--- src/rtl/mul_seq_pkg.sv ---
// Shared encodings, widths and helpers for the 32x32 sequencer that
// time-multiplexes a 16x16 multiplier core.
package mul_seq_pkg;

   localparam int HW = 16;
   localparam int FW = 32;
   localparam int PW = 64;

   typedef enum logic [1:0] {
      ST_IDLE  = 2'd0,
      ST_ISSUE = 2'd1,
      ST_DRAIN = 2'd2,
      ST_DONE  = 2'd3
   } state_t;

   typedef logic [1:0] shcode_t;

   localparam shcode_t SH0  = 2'd0;
   localparam shcode_t SH16 = 2'd1;
   localparam shcode_t SH32 = 2'd2;

   typedef struct packed {
      logic    valid;
      shcode_t code;
   } tag_t;

   // Place a returned 32-bit partial product at its weight in the 64-bit sum.
   function automatic logic [PW-1:0] align_pp(input logic [FW-1:0] p, input shcode_t code);
      case (code)
         SH16:    return {16'b0, p, 16'b0};
         SH32:    return {p, 32'b0};
         default: return {32'b0, p};
      endcase
   endfunction

   // Issue index 0..3 walks a0*b0, a1*b0, a0*b1, a1*b1.
   function automatic shcode_t issue_code(input logic [1:0] idx);
      case (idx)
         2'd0:    return SH0;
         2'd3:    return SH32;
         default: return SH16;
      endcase
   endfunction

endpackage

--- src/rtl/mul_tag_pipe.sv ---
// Latency-matched shift register of {valid, shift code}; the tag leaving the
// last stage lines up with the product the core returns in the same cycle.
module mul_tag_pipe
   import mul_seq_pkg::*;
#(
   parameter int DEPTH = 3
)
(
   input  logic clk,
   input  logic rst,
   input  tag_t tag_in,
   output tag_t tag_out
);

   tag_t stage_reg  [DEPTH];
   tag_t stage_next [DEPTH];

   generate
      for (genvar gi = 0; gi < DEPTH; gi++) begin : g_stage
         if (gi == 0) begin : g_head
            assign stage_next[gi] = tag_in;
         end else begin : g_body
            assign stage_next[gi] = stage_reg[gi-1];
         end
      end
   endgenerate

   always_ff @(posedge clk) begin
      for (int i = 0; i < DEPTH; i++) begin
         if (rst) begin
            stage_reg[i] <= '0;
         end else begin
            stage_reg[i] <= stage_next[i];
         end
      end
   end

   assign tag_out = stage_reg[DEPTH-1];

endmodule

--- src/rtl/mul32_kara_seq.sv ---
// 32x32->64 unsigned multiply built from four back-to-back issues to a shared
// pipelined 16x16 core, with returning products summed under tag control.
module mul32_kara_seq
   import mul_seq_pkg::*;
#(
   parameter int MUL_LAT = 3
)
(
   input  logic          clk,
   input  logic          rst,
   input  logic          in_valid,
   output logic          in_ready,
   input  logic [FW-1:0] in_a,
   input  logic [FW-1:0] in_b,
   output logic          out_valid,
   input  logic          out_ready,
   output logic [PW-1:0] out_p,
   output logic [HW-1:0] mul_a,
   output logic [HW-1:0] mul_b,
   input  logic [FW-1:0] mul_p,
   output logic          busy
);

   state_t           state_reg;
   logic [1:0]       cnt_reg;
   logic [1:0]       cnt_next;
   logic [1:0]       acc_cnt_reg;
   logic [FW-1:0]    a_reg;
   logic [FW-1:0]    b_reg;
   logic [PW-1:0]    acc_reg;
   logic [PW-1:0]    acc_next;
   logic [HW-1:0]    mul_a_reg;
   logic [HW-1:0]    mul_b_reg;
   logic [1:0][HW-1:0] a_half;
   logic [1:0][HW-1:0] b_half;
   tag_t             tag_in;
   tag_t             tag_out;

   generate
      for (genvar gi = 0; gi < 2; gi++) begin : g_half
         assign a_half[gi] = a_reg[gi*HW +: HW];
         assign b_half[gi] = b_reg[gi*HW +: HW];
      end
   endgenerate

   // mul_a/mul_b are registered, so the tag describing them is formed from the
   // same state/count registers and travels exactly MUL_LAT stages.
   always_comb begin
      tag_in       = '0;
      tag_in.valid = (state_reg == ST_ISSUE);
      tag_in.code  = issue_code(cnt_reg);
   end

   mul_tag_pipe #(
      .DEPTH (MUL_LAT)
   ) u_tag_pipe (
      .clk     (clk),
      .rst     (rst),
      .tag_in  (tag_in),
      .tag_out (tag_out)
   );

   assign cnt_next = cnt_reg + 2'd1;
   assign acc_next = acc_reg + align_pp(mul_p, tag_out.code);

   always_ff @(posedge clk) begin
      if (rst) begin
         state_reg   <= ST_IDLE;
         cnt_reg     <= '0;
         acc_cnt_reg <= '0;
         a_reg       <= '0;
         b_reg       <= '0;
         acc_reg     <= '0;
         mul_a_reg   <= '0;
         mul_b_reg   <= '0;
      end else begin
         case (state_reg)
            ST_IDLE: begin
               if (in_valid) begin
                  a_reg       <= in_a;
                  b_reg       <= in_b;
                  acc_reg     <= '0;
                  cnt_reg     <= '0;
                  acc_cnt_reg <= '0;
                  mul_a_reg   <= in_a[HW-1:0];
                  mul_b_reg   <= in_b[HW-1:0];
                  state_reg   <= ST_ISSUE;
               end
            end
            ST_ISSUE: begin
               // With a short core latency early products return while issuing.
               if (tag_out.valid) begin
                  acc_reg     <= acc_next;
                  acc_cnt_reg <= acc_cnt_reg + 2'd1;
               end
               if (cnt_reg == 2'd3) begin
                  mul_a_reg <= '0;
                  mul_b_reg <= '0;
                  state_reg <= ST_DRAIN;
               end else begin
                  cnt_reg   <= cnt_next;
                  mul_a_reg <= a_half[cnt_next[0]];
                  mul_b_reg <= b_half[cnt_next[1]];
               end
            end
            ST_DRAIN: begin
               if (tag_out.valid) begin
                  acc_reg     <= acc_next;
                  acc_cnt_reg <= acc_cnt_reg + 2'd1;
                  if (acc_cnt_reg == 2'd3) begin
                     state_reg <= ST_DONE;
                  end
               end
            end
            ST_DONE: begin
               if (out_ready) begin
                  state_reg <= ST_IDLE;
               end
            end
            default: begin
               state_reg <= ST_IDLE;
            end
         endcase
      end
   end

   assign in_ready  = (state_reg == ST_IDLE);
   assign busy      = (state_reg != ST_IDLE);
   assign out_valid = (state_reg == ST_DONE);
   assign out_p     = acc_reg;
   assign mul_a     = mul_a_reg;
   assign mul_b     = mul_b_reg;

endmodule

--- config.mk ---
export PLATFORM = sky130hd
export DESIGN_NAME = mul32_kara_seq
export DESIGN_NICKNAME = d
export VERILOG_FILES = /design/src/rtl/mul_seq_pkg.sv /design/src/rtl/mul_tag_pipe.sv /design/src/rtl/mul32_kara_seq.sv
export SDC_FILE = /design/constraint.sdc
export NUM_CORES = 1
export LEC_CHECK = 0
export CORE_ASPECT_RATIO = 1.1
export CORE_UTILIZATION = 50
export CTS_BUF_LIST = sky130_fd_sc_hd__clkbuf_4 sky130_fd_sc_hd__clkbuf_8
export CTS_CLUSTER_DIAMETER = 50
export DETAILED_ROUTE_END_ITERATION = 7
export PLACE_DENSITY = 0.77
export SLEW_MARGIN = 20
export SYNTH_ARGS = -nofsm -noshare
export SYNTH_HDL_FRONTEND = slang
export SYNTH_SLANG_ARGS = --single-unit
--- constraint.sdc ---
create_clock -name clk -period 4 [get_ports clk]
set_input_delay 1.2 -clock clk [delete_from_list [all_inputs] [get_ports clk]]
set_output_delay 1.2 -clock clk [all_outputs]
set_load 0.01 [all_outputs]
==> run summary, run 1 <==
First-pass GRT wire length: 56800 microns
Via Count: 11700
Drt pass-1 iters: 6
Max reg flops: 64
Worst skew pair latency: 0.49 ns
Multi-input gate area: 7050 sq um
Min Clock Period, post-route: 3.96 ns
Most common cell after layout, fill and taps aside: buf_4
Avg WL per Cell: 17.6 microns
Worst Setup Start Kind: input port
Storage element area: 3500 sq um
Core Footprint: 21200 sq um
Sequential area share after synthesis: 0.324
Clock transition at path regs: 0.11 ns
CTS tree: done
Final Hold Viols: 0
Hold_buf cts: 0
Vias per Instance: 5.70
Syn Area/Cell: 7.86 sq um
Die Y: 156 microns
CTS Buf Count: 17
Predominant post-synthesis flop cell: dfxtp_1
Hold_ws: 0.449 ns
Rel. slew slack: 0.470
Die width: 142 microns
Worst VDD drop: 0.515 mV
Worst setup path category: in2reg
Leak: 6.66 nW
Syn. warnings: 0
Final core utilization: 0.723
Critical path peak fanout: 4
Hold Crit Class: reg2reg
Syn-to-layout area delta: 42.0%
Routed wire length: 36300 microns
# port buffers: 198
DIE AREA: 22200 sq um
Final Cycle Share: 0.991
CTS sink count: 175
Antenna Cells: 0
RSZ-0062 raised after global routing: true
Fin Clk Skew: 0.0227 ns
Top-Level Pins: 199
Drt initial violations: 721
Slew @ Worst Pin: 0.796 ns
WP data required: 4.43 ns
Fill count: 1697
H-tree Lvls: 4
Initial antenna violation count: 0
Register bit count reported by yosys: 175
Async SR Flop Fraction: 0
Post-synthesis instance total: 1375
Bufs on Longest Clock Path: 2
Status: finished, final reports clean
Post-Syn Nets: 1547
Nets: 1927
Critical Path Sink Type: register
Placement Rows: 56
F_max: 252 MHz
Fraction of layout instances using a drive strength above 1: 0.206
Pins Over Slew Limit: 0
GRT Total Usage: 0.324
Vias in the first global route: 11300
Post-Syn Area: 10800 sq um
Max_cap viols: 0
Critical path arrival: 4.39 ns
Most frequent cells in the layout: 250 x buf_4, 228 x nand2_1, 190 x clkdlybuf4s50_1
CTS Root Cell: clkbuf_8
Number of synthesized flops with an enable pin: 0
DRC viols: 0
Pin count of the biggest net entering global routing: 65
Synth cell types: 65
Detail Route Antenna Nets: 0
Detailed Place HPWL: 27400 microns
Pwr dens: 376 nW/um^2
Routability cong.: 0.989
Final setup fails: 0
Overflow after GRT: 0
Starting Density: 0.509
synthesized netlist by cell type (17+ instances only):
library cell,n,area (sq um)
a22o_1,32,280
inv_1,22,82.6
nor3_1,45,225
a22oi_1,28,210
nor2_1,107,402
a21o_1,46,345
xnor2_1,36,315
dfxtp_1,175,3500
and2_1,34,213
xor2_1,23,201
clkbuf_1,79,297
ha_1,71,888
nand2_1,229,860
nor2b_1,17,106
o21ai_1,33,165
o21ai_0,39,195
mux2_2,32,360
a21oi_1,144,721
a221oi_1,35,307
path summary, 6_finish.rpt:
check,startpoint,to,slack [ns],depth (start not counted)
max,mul_p[9],out_p[63],0.04,13
min,u_tag_pipe.stage_reg[1][1],u_tag_pipe.stage_reg[2][1],0.45,1
max reg2reg,u_tag_pipe.stage_reg[2][0],out_p[63],0.18,17
min reg2reg,u_tag_pipe.stage_reg[1][1],u_tag_pipe.stage_reg[2][1],0.45,1
cell families after synthesis:
kind of cell / synth area share
AOI/OAI and AO/OA: 0.263
xor gates and xnor gates: 0.0478
adders and majority gates: 0.0840
buffers and inverters: 0.0395
DFF: 0.324
muxes: 0.0361
and+or+nand+nor: 0.206
through the flow:
step	instances	cell area, sq um	TNS (ns)	setup WS (ns)	power [mW]
global placement	2025	14700	-16.24	-0.686	4.36
floorplan	1375	10800	0	0.235	3.45
finish	2058	15400	0	0.0355	5.77
CTS	2057	15200	0	0.0115	5.76
global route	2058	15400	-0.0841	-0.0378	6.06
detailed placement	2025	14700	-18.19	-0.751	4.41
per-layer routing:
metal / GRT usage / share of wire / vias up / routed length (microns)
met4: 0.153 / 0.041 / 0 / 1500
met5: 0 / 0 / - / 0
li1: - / - / 5681 / -
met3: 0.0500 / 0.070 / 90 / 2560
met1: 0.399 / 0.41 / 5522 / 15000
met2: 0.553 / 0.47 / 436 / 17200
power by group:
group          total [mW]  internal (mW)  switching (mW)  leakage (nW)
registers            2.19           2.02           0.164          1.43
clock network        1.37          0.510           0.861         0.220
logic                2.21          0.969            1.24          5.01
total                5.77           3.50            2.27          6.66
final cells by class:
class	count	area share
timing repair buffer	449	0.254
multi-input combinational	1088	0.459
clock inverter	15	0.0139
inverter	24	0.00587
sequential	175	0.228
clock buffer	17	0.0152
tap	290	0.0236
worst max-delay path, cell delays in order:
cell and delay [ns]:
clkdlybuf4s50_1 0.52, and2_1 0.25, ha_1 0.29, buf_4 0.16, a21oi_1 0.23, o21ai_0 0.19
o31ai_2 0.30, nand3_2 0.19, a31oi_4 0.25, o21ai_4 0.11, mux2i_1 0.15, or4_1 0.48
nand3_1 0.09
what timing repair did:
action                     CTS  global route
gates cloned                 0             0
resized for setup            5            35
buffers inserted             0             1
setup endpoints to repair   17            26
pin swaps                    2            10
Note: power is estimated with default switching activity, not from simulation.
==> run 2: changes to the inputs <==
--- a/config.mk
+++ b/config.mk
@@ -13,2 +13,3 @@
 export PLACE_DENSITY = 0.77
+export SKIP_LAST_GASP = 1
 export SLEW_MARGIN = 20
--- a/constraint.sdc
+++ b/constraint.sdc
@@ -3,2 +3,2 @@
 set_output_delay 1.2 -clock clk [all_outputs]
-set_load 0.01 [all_outputs]
+set_load 0.02 [all_outputs]
==> run 2 against run 1 <==
Effect of this change:
- combinational power rose by 5%
- fmax fell by 0.35%
- clock power barely moved
- die area did not move
- clock-buffer cell count did not move
- setup slack got worse by 0.014 ns
- cell count did not move
- critical path type unchanged
- largest power group unchanged
- highest routed layer unchanged
==> run summary, run 2 (synthesis gave the netlist of run 1 again) <==
Avg WL per Cell: 17.6 microns
Drt pass-1 iters: 5
Detailed Place HPWL: 27400 microns
# port buffers: 198
Vias in the first global route: 11300
Bufs on Longest Clock Path: 2
Final WS setup: 0.0216 ns
Most frequent cells in the layout: 250 x buf_4, 228 x nand2_1, 190 x clkdlybuf4s50_1
Drt initial violations: 733
Pwr dens: 383 nW/um^2
CTS Buf Count: 17
Antenna Cells: 0
Hold_buf cts: 0
Leak: 6.66 nW
Detail Route Antenna Nets: 0
Clock transition at path regs: 0.11 ns
Syn-to-layout area delta: 42.1%
Worst path top cell family by delay: compound AO/OA/AOI/OAI gates
DRC viols: 0
Final core utilization: 0.723
CP max-delay cell: clkdlybuf4s50_1
Critical path peak fanout: 4
Core Footprint: 21200 sq um
CTS tree: done
Fin Clk Skew: 0.0222 ns
Starting Density: 0.509
Placement Rows: 56
Crit path cell chain: clkdlybuf4s50_1 -> and2_1 -> ha_1 -> buf_4 -> a21oi_1 -> o21ai_0 -> o31ai_2 -> nand3_2 -> a31oi_4 -> o21ai_4 -> mux2i_1 -> or4_1 -> nand3_1
Fill count: 1696
Min Clock Period, post-route: 3.98 ns
Worst Setup Start Kind: input port
Final Hold Viols: 0
WP data required: 4.43 ns
Pins Over Slew Limit: 0
Final Non-Filler Cells: 2058
Fraction of layout instances using a drive strength above 1: 0.206
H-tree Lvls: 4
Total power draw: 5.89 mW
Nets: 1927
Hold_ws: 0.449 ns
Overflow after GRT: 0
Worst skew pair latency: 0.49 ns
Buf/Inv on CP: 2
First-pass GRT wire length: 56800 microns
Max reg flops: 64
GRT Total Usage: 0.324
CTS sink count: 175
RSZ-0062 raised after global routing: true
Via Count: 11700
Rel. slew slack: 0.490
Final setup fails: 0
Top-Level Pins: 199
CTS Root Cell: clkbuf_8
Routed wire length: 36200 microns
Critical Path Sink Type: register
F_max: 251 MHz
Initial antenna violation count: 0
Critical path arrival: 4.41 ns
Slew @ Worst Pin: 0.765 ns
DIE AREA: 22200 sq um
Most common cell after layout, fill and taps aside: buf_4
Pin count of the biggest net entering global routing: 65
Die width: 142 microns
Routability cong.: 0.989
Status: finished, final reports clean
CP peak stage delay: 0.53 ns
Dpl cells: 2025
Worst setup path category: in2reg
Final Cycle Share: 0.995
Worst VDD drop: 0.544 mV
Post-place setup slack: -0.751 ns
Hold Crit Class: reg2reg
Die Y: 156 microns
Vias per Instance: 5.70
Max_cap viols: 0
run 2: changes by cell type in the layout (fill, tap and decap cells not counted), sizes merged:
cell / delta
dlygate4sd2: -1
dlymetal6s2s: +1
run 2: final timing paths:
kind / startpoint / end / slack [ns] / cells after the start
setup / recovery: mul_p[9] / out_p[63] / 0.02 / 13
hold / removal: u_tag_pipe.stage_reg[1][1] / u_tag_pipe.stage_reg[2][1] / 0.45 / 1
setup reg to reg: u_tag_pipe.stage_reg[2][0] / out_p[63] / 0.17 / 17
hold reg to reg: u_tag_pipe.stage_reg[1][1] / u_tag_pipe.stage_reg[2][1] / 0.45 / 1
run 2: through the flow:
step           instance area, sq um   TNS, ns
2_1_floorplan                 10800         0
3_3_place_gp                  14700    -16.24
3_5_place_dp                  14700    -18.19
4_1_cts                       15200  -0.00833
5_1_grt                       15400   -0.0842
6_report                      15400         0
run 2: cell type report:
class,instances,area [sq um],share of cell area
Clock inverter,15,214,0.0139
Multi-Input combinational cell,1088,7050,0.459
Clock buffer,17,234,0.0152
Sequential cell,175,3500,0.228
Tap cell,290,363,0.0236
Timing Repair Buffer,449,3900,0.254
Inverter,24,90.1,0.00587
run 2: repair_timing:
item	in CTS	in global routing
buffers inserted	0	1
pin swaps	2	10
endpoints found under the hold margin	0	0
gates cloned	0	0
endpoints found under the setup margin	17	27
gates resized for setup	4	36
run 2: power breakdown:
group | internal, mW | total, mW | switching (mW)
clock | 0.510 | 1.37 | 0.859
combinational | 0.970 | 2.33 | 1.36
sequential | 2.02 | 2.19 | 0.164
run 2: layer usage:
metal,GRT usage,wire length (microns)
met5,0,0
met4,0.153,1510
met3,0.0500,2580
met2,0.553,17200
met1,0.399,15000
